--- config.mk ---
export PLATFORM = sky130hd
export DESIGN_NAME = window_gen_3x3
export DESIGN_NICKNAME = d
export VERILOG_FILES = /design/src/rtl/sobel_pkg.sv /design/src/rtl/row_delay.sv /design/src/rtl/window_gen_3x3.sv
export SDC_FILE = /design/constraint.sdc
export NUM_CORES = 1
export LEC_CHECK = 0
export CAP_MARGIN = 20
export CORE_ASPECT_RATIO = 0.9
export CORE_MARGIN = 5
export CORE_UTILIZATION = 40
export CTS_BUF_LIST = sky130_fd_sc_hd__clkbuf_8
export CTS_CLUSTER_DIAMETER = 200
export DETAILED_ROUTE_END_ITERATION = 6
export PLACE_DENSITY = 0.68
export SYNTH_ARGS = -nofsm -noshare
export SYNTH_HDL_FRONTEND = slang
export SYNTH_SLANG_ARGS = --single-unit
export TNS_END_PERCENT = 100
--- constraint.sdc ---
create_clock -name clk_i -period 2.4 [get_ports clk_i]
set_clock_uncertainty 0.05 [all_clocks]
set_input_delay 0.48 -clock clk_i [delete_from_list [all_inputs] [get_ports clk_i]]
set_output_delay 0.48 -clock clk_i [all_outputs]
set_load 0.02 [all_outputs]
--- src/rtl/sobel_pkg.sv ---
// Shared types for the Sobel pipeline: pixel/window widths and the packed
// 3x3 neighbourhood, A in the MSBs down to I in the LSBs.
package sobel_pkg;

    localparam int PIXEL_W = 4;
    localparam int WIN_W   = 36;

    typedef struct packed {
        logic [PIXEL_W-1:0] a;
        logic [PIXEL_W-1:0] b;
        logic [PIXEL_W-1:0] c;
        logic [PIXEL_W-1:0] d;
        logic [PIXEL_W-1:0] e;
        logic [PIXEL_W-1:0] f;
        logic [PIXEL_W-1:0] g;
        logic [PIXEL_W-1:0] h;
        logic [PIXEL_W-1:0] i;
    } window_t;

    typedef enum logic {
        PH_FILL,
        PH_RUN
    } phase_t;

endpackage

--- src/rtl/row_delay.sv ---
// One image row of pixel delay: combinational read of the old entry at
// idx_i, overwritten with data_i on the same enabled edge.
module row_delay
    import sobel_pkg::*;
#(
    parameter int DEPTH = 16,
    parameter int AW    = $clog2(DEPTH)
) (
    input  logic               clk_i,
    input  logic               en_i,
    input  logic [AW-1:0]      idx_i,
    input  logic [PIXEL_W-1:0] data_i,
    output logic [PIXEL_W-1:0] data_o
);

    logic [PIXEL_W-1:0] mem_q [DEPTH];

    assign data_o = mem_q[idx_i];

    always_ff @(posedge clk_i) begin
        if (en_i) begin
            mem_q[idx_i] <= data_i;
        end
    end

endmodule

--- src/rtl/window_gen_3x3.sv ---
// Streaming 3x3 window generator: two row delays plus a 3x3 shift window,
// emitting one registered neighbourhood per interior pixel position.
module window_gen_3x3
    import sobel_pkg::*;
#(
    parameter int WIDTH  = 16,
    parameter int HEIGHT = 16
) (
    input  logic               clk_i,
    input  logic               reset_ni,
    input  logic [PIXEL_W-1:0] data_i,
    input  logic               sof_i,
    input  logic               valid_i,
    output logic               ready_o,
    output logic [WIN_W-1:0]   data_o,
    output logic               last_o,
    output logic               valid_o,
    input  logic               ready_i
);

    localparam int CW = $clog2(WIDTH);
    localparam int RW = $clog2(HEIGHT);
    localparam logic [CW-1:0] COL_LAST = CW'(WIDTH - 1);
    localparam logic [RW-1:0] ROW_LAST = RW'(HEIGHT - 1);

    logic [CW-1:0] col_q, col_d, col_cur;
    logic [RW-1:0] row_q, row_d, row_cur;
    window_t       win_q, win_d, out_q, out_d;
    logic          valid_q, valid_d, last_q, last_d;
    logic          accept, emit;
    phase_t        phase;
    logic [PIXEL_W-1:0] lb_in  [2];
    logic [PIXEL_W-1:0] lb_out [2];

    assign ready_o = ~valid_q | ready_i;
    assign accept  = valid_i & ready_o;

    // A start-of-frame pixel is position (0,0) regardless of the counters.
    assign col_cur = sof_i ? '0 : col_q;
    assign row_cur = sof_i ? '0 : row_q;
    assign phase   = (row_cur >= RW'(2)) ? PH_RUN : PH_FILL;
    assign emit    = accept && (phase == PH_RUN) && (col_cur >= CW'(2));

    // lb_out[0] is the row above (mid), lb_out[1] two rows above (top).
    assign lb_in[0] = data_i;
    assign lb_in[1] = lb_out[0];

    generate
        for (genvar gi = 0; gi < 2; gi++) begin : g_row
            row_delay #(
                .DEPTH (WIDTH)
            ) u_row_delay (
                .clk_i  (clk_i),
                .en_i   (accept),
                .idx_i  (col_cur),
                .data_i (lb_in[gi]),
                .data_o (lb_out[gi])
            );
        end
    endgenerate

    always_comb begin
        col_d   = col_q;
        row_d   = row_q;
        win_d   = win_q;
        out_d   = out_q;
        valid_d = valid_q;
        last_d  = last_q;

        if (valid_q && ready_i) begin
            valid_d = 1'b0;
        end

        if (accept) begin
            win_d.a = win_q.b;
            win_d.b = win_q.c;
            win_d.c = lb_out[1];
            win_d.d = win_q.e;
            win_d.e = win_q.f;
            win_d.f = lb_out[0];
            win_d.g = win_q.h;
            win_d.h = win_q.i;
            win_d.i = data_i;

            if (col_cur == COL_LAST) begin
                col_d = '0;
                row_d = (row_cur == ROW_LAST) ? '0 : row_cur + RW'(1);
            end else begin
                col_d = col_cur + CW'(1);
                row_d = row_cur;
            end
        end

        if (emit) begin
            out_d   = win_d;
            valid_d = 1'b1;
            last_d  = (row_cur == ROW_LAST) && (col_cur == COL_LAST);
        end
    end

    // Window contents are only ever observed after being refilled in-frame.
    always_ff @(posedge clk_i) begin
        win_q <= win_d;
    end

    always_ff @(posedge clk_i or negedge reset_ni) begin
        if (!reset_ni) begin
            col_q   <= '0;
            row_q   <= '0;
            out_q   <= '0;
            valid_q <= 1'b0;
            last_q  <= 1'b0;
        end else begin
            col_q   <= col_d;
            row_q   <= row_d;
            out_q   <= out_d;
            valid_q <= valid_d;
            last_q  <= last_d;
        end
    end

    assign data_o  = out_q;
    assign last_o  = last_q;
    assign valid_o = valid_q;

endmodule
==> results of run 1 <==
-- synth_stat cells (6+ instances only) --
| library cell | count |
|---|---|
| edfxtp_1 | 128 |
| nand2_1 | 110 |
| mux2_2 | 53 |
| dfrtp_1 | 46 |
| dfxtp_1 | 36 |
| mux2i_1 | 28 |
| nor2_1 | 19 |
| o21ai_0 | 19 |
| a221oi_1 | 14 |
| buf_2 | 14 |
| clkbuf_1 | 13 |
| nand3_1 | 13 |
| a21oi_1 | 9 |
| a22oi_1 | 7 |
| a211o_1 | 6 |
| a211oi_1 | 6 |
-- where the power goes --
part	internal (uW)	total, uW	switching, uW	leakage, uW
Combinational	495	1170	673	0.00170
Clock	1460	2830	1370	0.000366
Sequential	4160	4280	124	0.00209
Total	6110	8280	2170	0.00416
-- cell type report --
| type | count | area [um2] |
|---|---|---|
| fillers | 1683 | 9821 |
| clock inverters | 23 | 103.9 |
| repair buffers | 138 | 1239 |
| well taps | 255 | 319.1 |
| flip-flops and latches | 210 | 5719 |
| inverters | 7 | 28.78 |
| clock buffers | 38 | 523.0 |
| multi-input cells | 336 | 2295 |
-- path summary, 6_finish.rpt --
check                           from  cells past startpoint                                 to  slack, ps
max                            sof_i                     11  g_row[1].u_row_delay.mem_q[15][2]         80
min                        win_q[21]                      2                          win_q[21]        400
max reg2reg                 col_q[0]                      7   g_row[1].u_row_delay.mem_q[9][1]         90
min reg2reg                win_q[21]                      2                          win_q[21]        400
max in group asynchronous   reset_ni                      3                         data_o[16]       1050
min in group asynchronous   reset_ni                      2                         data_o[29]        490
-- state kept, by name (all words and copies together), names as in the netlist --
name and count:
row_q 4, win_q 36, valid_o 1, col_q 4, last_o 1, data_o 36
g_row.u_row_delay.mem_q 128
-- worst max-delay path: cells and delay by family --
family	cells	cell delay (ps)
adders and majority gates	1	190
buffers and inverters	7	1440
and+or+nand+nor	3	370
-- cells by family after synthesis --
group	after synthesis	synth area share
simple gates	157	0.07936
mux	81	0.1072
buf+inv	42	0.02416
compound gates	90	0.08043
flops	210	0.6985
fa+ha+maj	4	0.006116
xor+xnor	4	0.004281
-- repair_timing --
| action | in CTS | in global routing |
|---|---|---|
| hold endpoints to repair | 25 | 0 |
| setup buffers | 0 | 4 |
| cloned | 0 | 0 |
| endpoints found under the setup margin | 44 | 41 |
| hold buffers | 1 | 0 |
| gates resized for setup | 2 | 3 |
-- stage by stage --
stage | utilization | TNS, ps | hold WS [ps] | std cells | cell area (um2)
after floorplan | - | 0 | 134.4 | 588 | 8190
after global routing | 0.5101 | 0 | 422.2 | 1007 | 10230
final | 0.5101 | 0 | 397.1 | 1007 | 10230
after global placement | 0.4763 | -57620 | 379.1 | 941 | 9549
after detailed placement | 0.4763 | -59140 | 383.2 | 941 | 9549
after CTS | 0.5083 | 0 | 396.9 | 1003 | 10190
-- layer usage --
| metal | wire length (um) | global-route usage | part of all wire |
|---|---|---|---|
| met5 | 0 | 0 | 0 |
| met2 | 9429 | 0.2698 | 0.47 |
| met4 | 439 | 0.05203 | 0.022 |
| met1 | 8846 | 0.2373 | 0.44 |
| met3 | 1214 | 0.03285 | 0.061 |
-- cells in the final DEF, fill, tap and decap left out, types with 2 or more instances in the layout --
cell / count
a211o_1: 5
a211oi_1: 6
a21oi_1: 9
a221o_1: 3
a221oi_1: 14
a22oi_1: 7
a31oi_1: 3
buf_12: 7
buf_4: 83
clkbuf_8: 38
clkdlybuf4s50_1: 46
clkinv_1: 4
clkinv_2: 2
clkinvlp_4: 2
dfrtp_1: 45
dfxtp_1: 36
edfxtp_1: 128
ha_1: 4
inv_1: 17
inv_2: 2
inv_4: 2
mux2_2: 53
mux2i_1: 28
nand2_1: 110
nand2b_1: 2
nand3_1: 13
nand4_1: 2
nor2_1: 19
nor3_1: 4
o211ai_1: 3
o21ai_0: 19
o22a_1: 4
o22ai_1: 4
xnor2_1: 4
==> impl_metrics.yaml, run 1 <==
global_route:
  grt_usage: 0.1696
  overflow: 0
  grt_pass1_wl_mm: 31.31
  antenna_found_initial: 0
  grt_pass1_vias: 5643
  grt_max_degree: 39
clock_network:
  cts.clk_slew.worst_paths_ps: 60
  cts_buffer_depth: 3
  ctsRootBufferMaster: "clkbuf_8"
  clock_latency_ps: 510
  clock-sinks: 210
  h-tree-depth: 2
  cts_buffers: 34
  cts_tree: "done"
detailed_routing:
  dr.first_iter.drc_count: 408
  wl_per_cell_um: 19.79
  routed_via_density: 5.323
  antenna_left: 0
  drc_errors: 0
  vias: 5360
  routed_wl_mm: 19.93
  dr.pass1.iters: 5
cells_and_area:
  n_antenna_cell: 0
  drive_gt1_frac: 0.2673
  nNetsFinal: 740
  area_growth_pct: 24.98
worst_setup_path:
  slowest_stage: "clkdlybuf4s50_1"
  startpoint_type: "input port"
  cpPeakStageDelay_ps: 440
  end_kind: "register"
  worstSetupPathType: "input port to register"
  crit_chain: "clkdlybuf4s50_1 -> buf_4 -> inv_2 -> nand2_1 -> inv_2 -> buf_4 -> ha_1 -> nand3_1 -> buf_4 -> nor2_1 -> buf_4"
  critPathMaxFanout: 11
  arrival_ps: 2480
  crit_top_cell: "buf_4"
  critPathRequiredTime_ps: 2560
floorplan:
  die_w_um: 160.8
  core_um2: 20050
  fp.dieH_um: 145.7
  dieArea_um2: 23420
  initial_core_util: 0.4082
  io_pins: 48
  placement_rows: 49
logic_synthesis:
  syn_avg_cell_area_um2: 13.92
  synth_top_area_frac: 0.4697
  synth.distinct_cells: 49
  ys_seq_elements: 210
  synth_area_leader_cell: "edfxtp_1"
  synthTopCellsByArea: "edfxtp_1, dfrtp_1, dfxtp_1, mux2_2, nand2_1"
  syn_nets: 601
  synth_edf_count: 128
  synth.yosys.seq_area_share: 0.6985
  yosys_most_used_dff: "edfxtp_1"
  async_flop_share: 0.2190
  netlist_instances: 588
  syn_area_um2: 8183
  ys_warn_count: 0
sta:
  setup_ws_ps: 84.17
  final_max_slew_viol_count: 0
  setup_viol: 0
  post-route-min-period_ps: 2316
  fin_crit_sh: 0.9649
  tightest_slew_ps: 645.8
  max-slew-margin-rel: 0.5695
  achievable-frequency_mhz: 431.8
  grt_setup_unrepaired: "no"
  hold_viol_final: 0
placement:
  place.gp.congestion: 0.8896
  dp_hpwl_mm: 13.69
  place_ws_ps: -412.7
  port_buffers: 47
power:
  p_leak_uw: 0.004156
  power_density_nw_per_um2: 809.8
  ir_drop_mv: 0.4016
  total_power_uw: 8282
status:
  status: "finished, final reports clean"
job:
  drv_cap: 0
hold_path:
  hp-class: "register to register"
Power figures use the tool's default switching activity.
==> run 2: changes to the inputs <==
==> constraint.sdc (replaced) <==
create_clock -name clk_i -period 2.4 [get_ports clk_i]
set_clock_uncertainty 0.05 [all_clocks]
set_input_delay 0.48 -clock clk_i [delete_from_list [all_inputs] [get_ports clk_i]]
set_output_delay 0.48 -clock clk_i [all_outputs]
set_load 0.1 [all_outputs]
==> run 2 against run 1 <==
- die area did not move
- critical endpoint is now g_row[1].u_row_delay.mem_q[5][1]
- largest cell class unchanged
- clock-buffer cell count did not move
- setup slack got worse by 44 ps
- power rose by 1.4%
- hold slack got worse by 15 ps
- register-to-register slack got worse by 50 ps
- critical path depth fell by 4
==> impl_metrics.yaml, run 2 (synthesis gave the netlist of run 1 again) <==
detailed_routing:
  met2_length_mm: 9.363
  wl_per_cell_um: 19.77
  wl_met3_mm: 1.343
  wl_met1_mm: 8.801
  routed_wl_mm: 19.91
  dr.first_iter.drc_count: 426
  top_layer_used: "met4"
  antenna_left: 0
  routed_via_density: 5.254
  dr.pass1.iters: 5
  drc_errors: 0
  vias: 5291
cells_and_area:
  layout_common_cells: "edfxtp_1, buf_4, nand2_1, mux2_2, dfrtp_1"
  n_antenna_cell: 0
  final_common_cell: "edfxtp_1"
  area_growth_pct: 24.47
  regMostFlops: "g_row.u_row_delay.mem_q"
  drive_gt1_frac: 0.3205
  nNetsFinal: 739
  largest_register_ffs: 128
  fin_area_um2: 10180
clock_network:
  cts_tree: "done"
  cts_buffers: 34
  cts_buffer_depth: 3
  h-tree-depth: 2
  ctsRootBufferMaster: "clkbuf_8"
  cts.clk_slew.worst_paths_ps: 60
  clock_latency_ps: 500
  clock-sinks: 210
worst_setup_path:
  critPathMaxFanout: 10
  cpPeakStageDelay_ps: 500
  startpoint_type: "register"
  cpLargestDelayFamily: "buffers and inverters"
  path_buf_inv: 3
  slowest_stage: "dfrtp_2"
  crit_top_cell: "buf_4"
  critPathRequiredTime_ps: 2580
  end_kind: "register"
  arrival_ps: 2540
  worstSetupPathType: "register to register"
  crit_chain: "buf_4 -> mux2_2 -> nand3_1 -> o211ai_1 -> a221o_1 -> buf_12 -> buf_4"
floorplan:
  fp.dieH_um: 145.7
  io_pins: 48
  placement_rows: 49
  initial_core_util: 0.4082
  die_w_um: 160.8
  core_um2: 20050
  dieArea_um2: 23420
placement:
  place.gp.congestion: 0.8568
  dpl_cell_area_um2: 9465
  port_buffers: 47
  dp_hpwl_mm: 13.99
sta:
  setup_viol: 0
  hold_viol_final: 0
  tightest_slew_ps: 494.7
  fin_crit_sh: 0.9832
  max-slew-margin-rel: 0.6696
  final_max_slew_viol_count: 0
  grt_setup_unrepaired: "yes"
  post-route-min-period_ps: 2360
  achievable-frequency_mhz: 423.8
  hold-worst-slack_ps: 381.7
job:
  drv_cap: 0
global_route:
  overflow: 0
  grt_pass1_vias: 5490
  grt_max_degree: 39
  antenna_found_initial: 0
  grt_pass1_wl_mm: 31.26
  grt_usage: 0.1694
power:
  power_density_nw_per_um2: 824.6
  ir_drop_mv: 0.4449
  p_leak_uw: 0.004271
status:
  status: "finished, final reports clean"
hold_path:
  hp-class: "input port to asynchronous set/reset pin"
==> run 2: cell count changes in the layout (fill, tap and decap cells not counted), moves of 2 or more <==
| cell | before | now |
|---|---|---|
| buf_12 | 7 | 9 |
| clkinvlp_4 | 2 | 0 |
| inv_1 | 17 | 21 |
| clkdlybuf4s50_1 | 46 | 7 |
| mux2i_2 | 0 | 2 |
| buf_4 | 83 | 119 |
| mux2i_1 | 28 | 26 |
==> run 2: metrics by stage <==
stage               setup WS, ps    util  total power (uW)  instances  TNS [ps]
floorplan                 -97.33       -              4938        588     -9338
global placement          -418.7  0.4721              5500        938    -46030
detailed placement        -389.8  0.4721              5535        938    -49830
CTS                        3.925  0.5049              8446       1001         0
global route              -43.91  0.5080              8749       1007    -924.1
finish                     40.23  0.5080              8399       1007         0
==> run 2: final timing paths <==
kind	start	endpoint	slack, ps	cells past startpoint
setup / recovery	col_q[0]	g_row[1].u_row_delay.mem_q[5][1]	40	7
hold / removal	reset_ni	data_o[34]	380	2
setup reg to reg	col_q[0]	g_row[1].u_row_delay.mem_q[5][1]	40	7
hold reg to reg	win_q[32]	win_q[32]	400	2
max in group asynchronous	reset_ni	data_o[0]	1150	3
min in group clk_i	win_q[32]	win_q[32]	400	2
==> run 2: per-layer routing <==
layer | global-route usage | vias to the layer above
met5 | 0 | -
li1 | - | 2456
met2 | 0.2669 | 177
met4 | 0.04264 | 0
met3 | 0.03965 | 41
met1 | 0.2391 | 2617
==> run 2: what timing repair did <==
action | in CTS | in global routing
pin swaps | 0 | 1
endpoints found under the hold margin | 15 | 0
buffers inserted | 0 | 6
endpoints found under the setup margin | 13 | 45
hold buffers | 1 | 0
gates cloned | 0 | 0
gates resized for setup | 1 | 5
==> run 2: cell type report <==
class                   count  area (um2)
well taps                 255       319.1
clock buffers              38       523.0
inverters                   7       28.78
fillers                  1693        9863
multi-input cells         336        2315
repair buffers            137        1159
flip-flops and latches    210        5720
clock inverters            24       120.1
==> run 2: power breakdown <==
| group | internal, uW | switching [uW] | leakage [uW] |
|---|---|---|---|
| Sequential | 4160 | 117 | 0.00209 |
| Combinational | 516 | 709 | 0.00178 |
| Clock | 1560 | 1340 | 0.000394 |
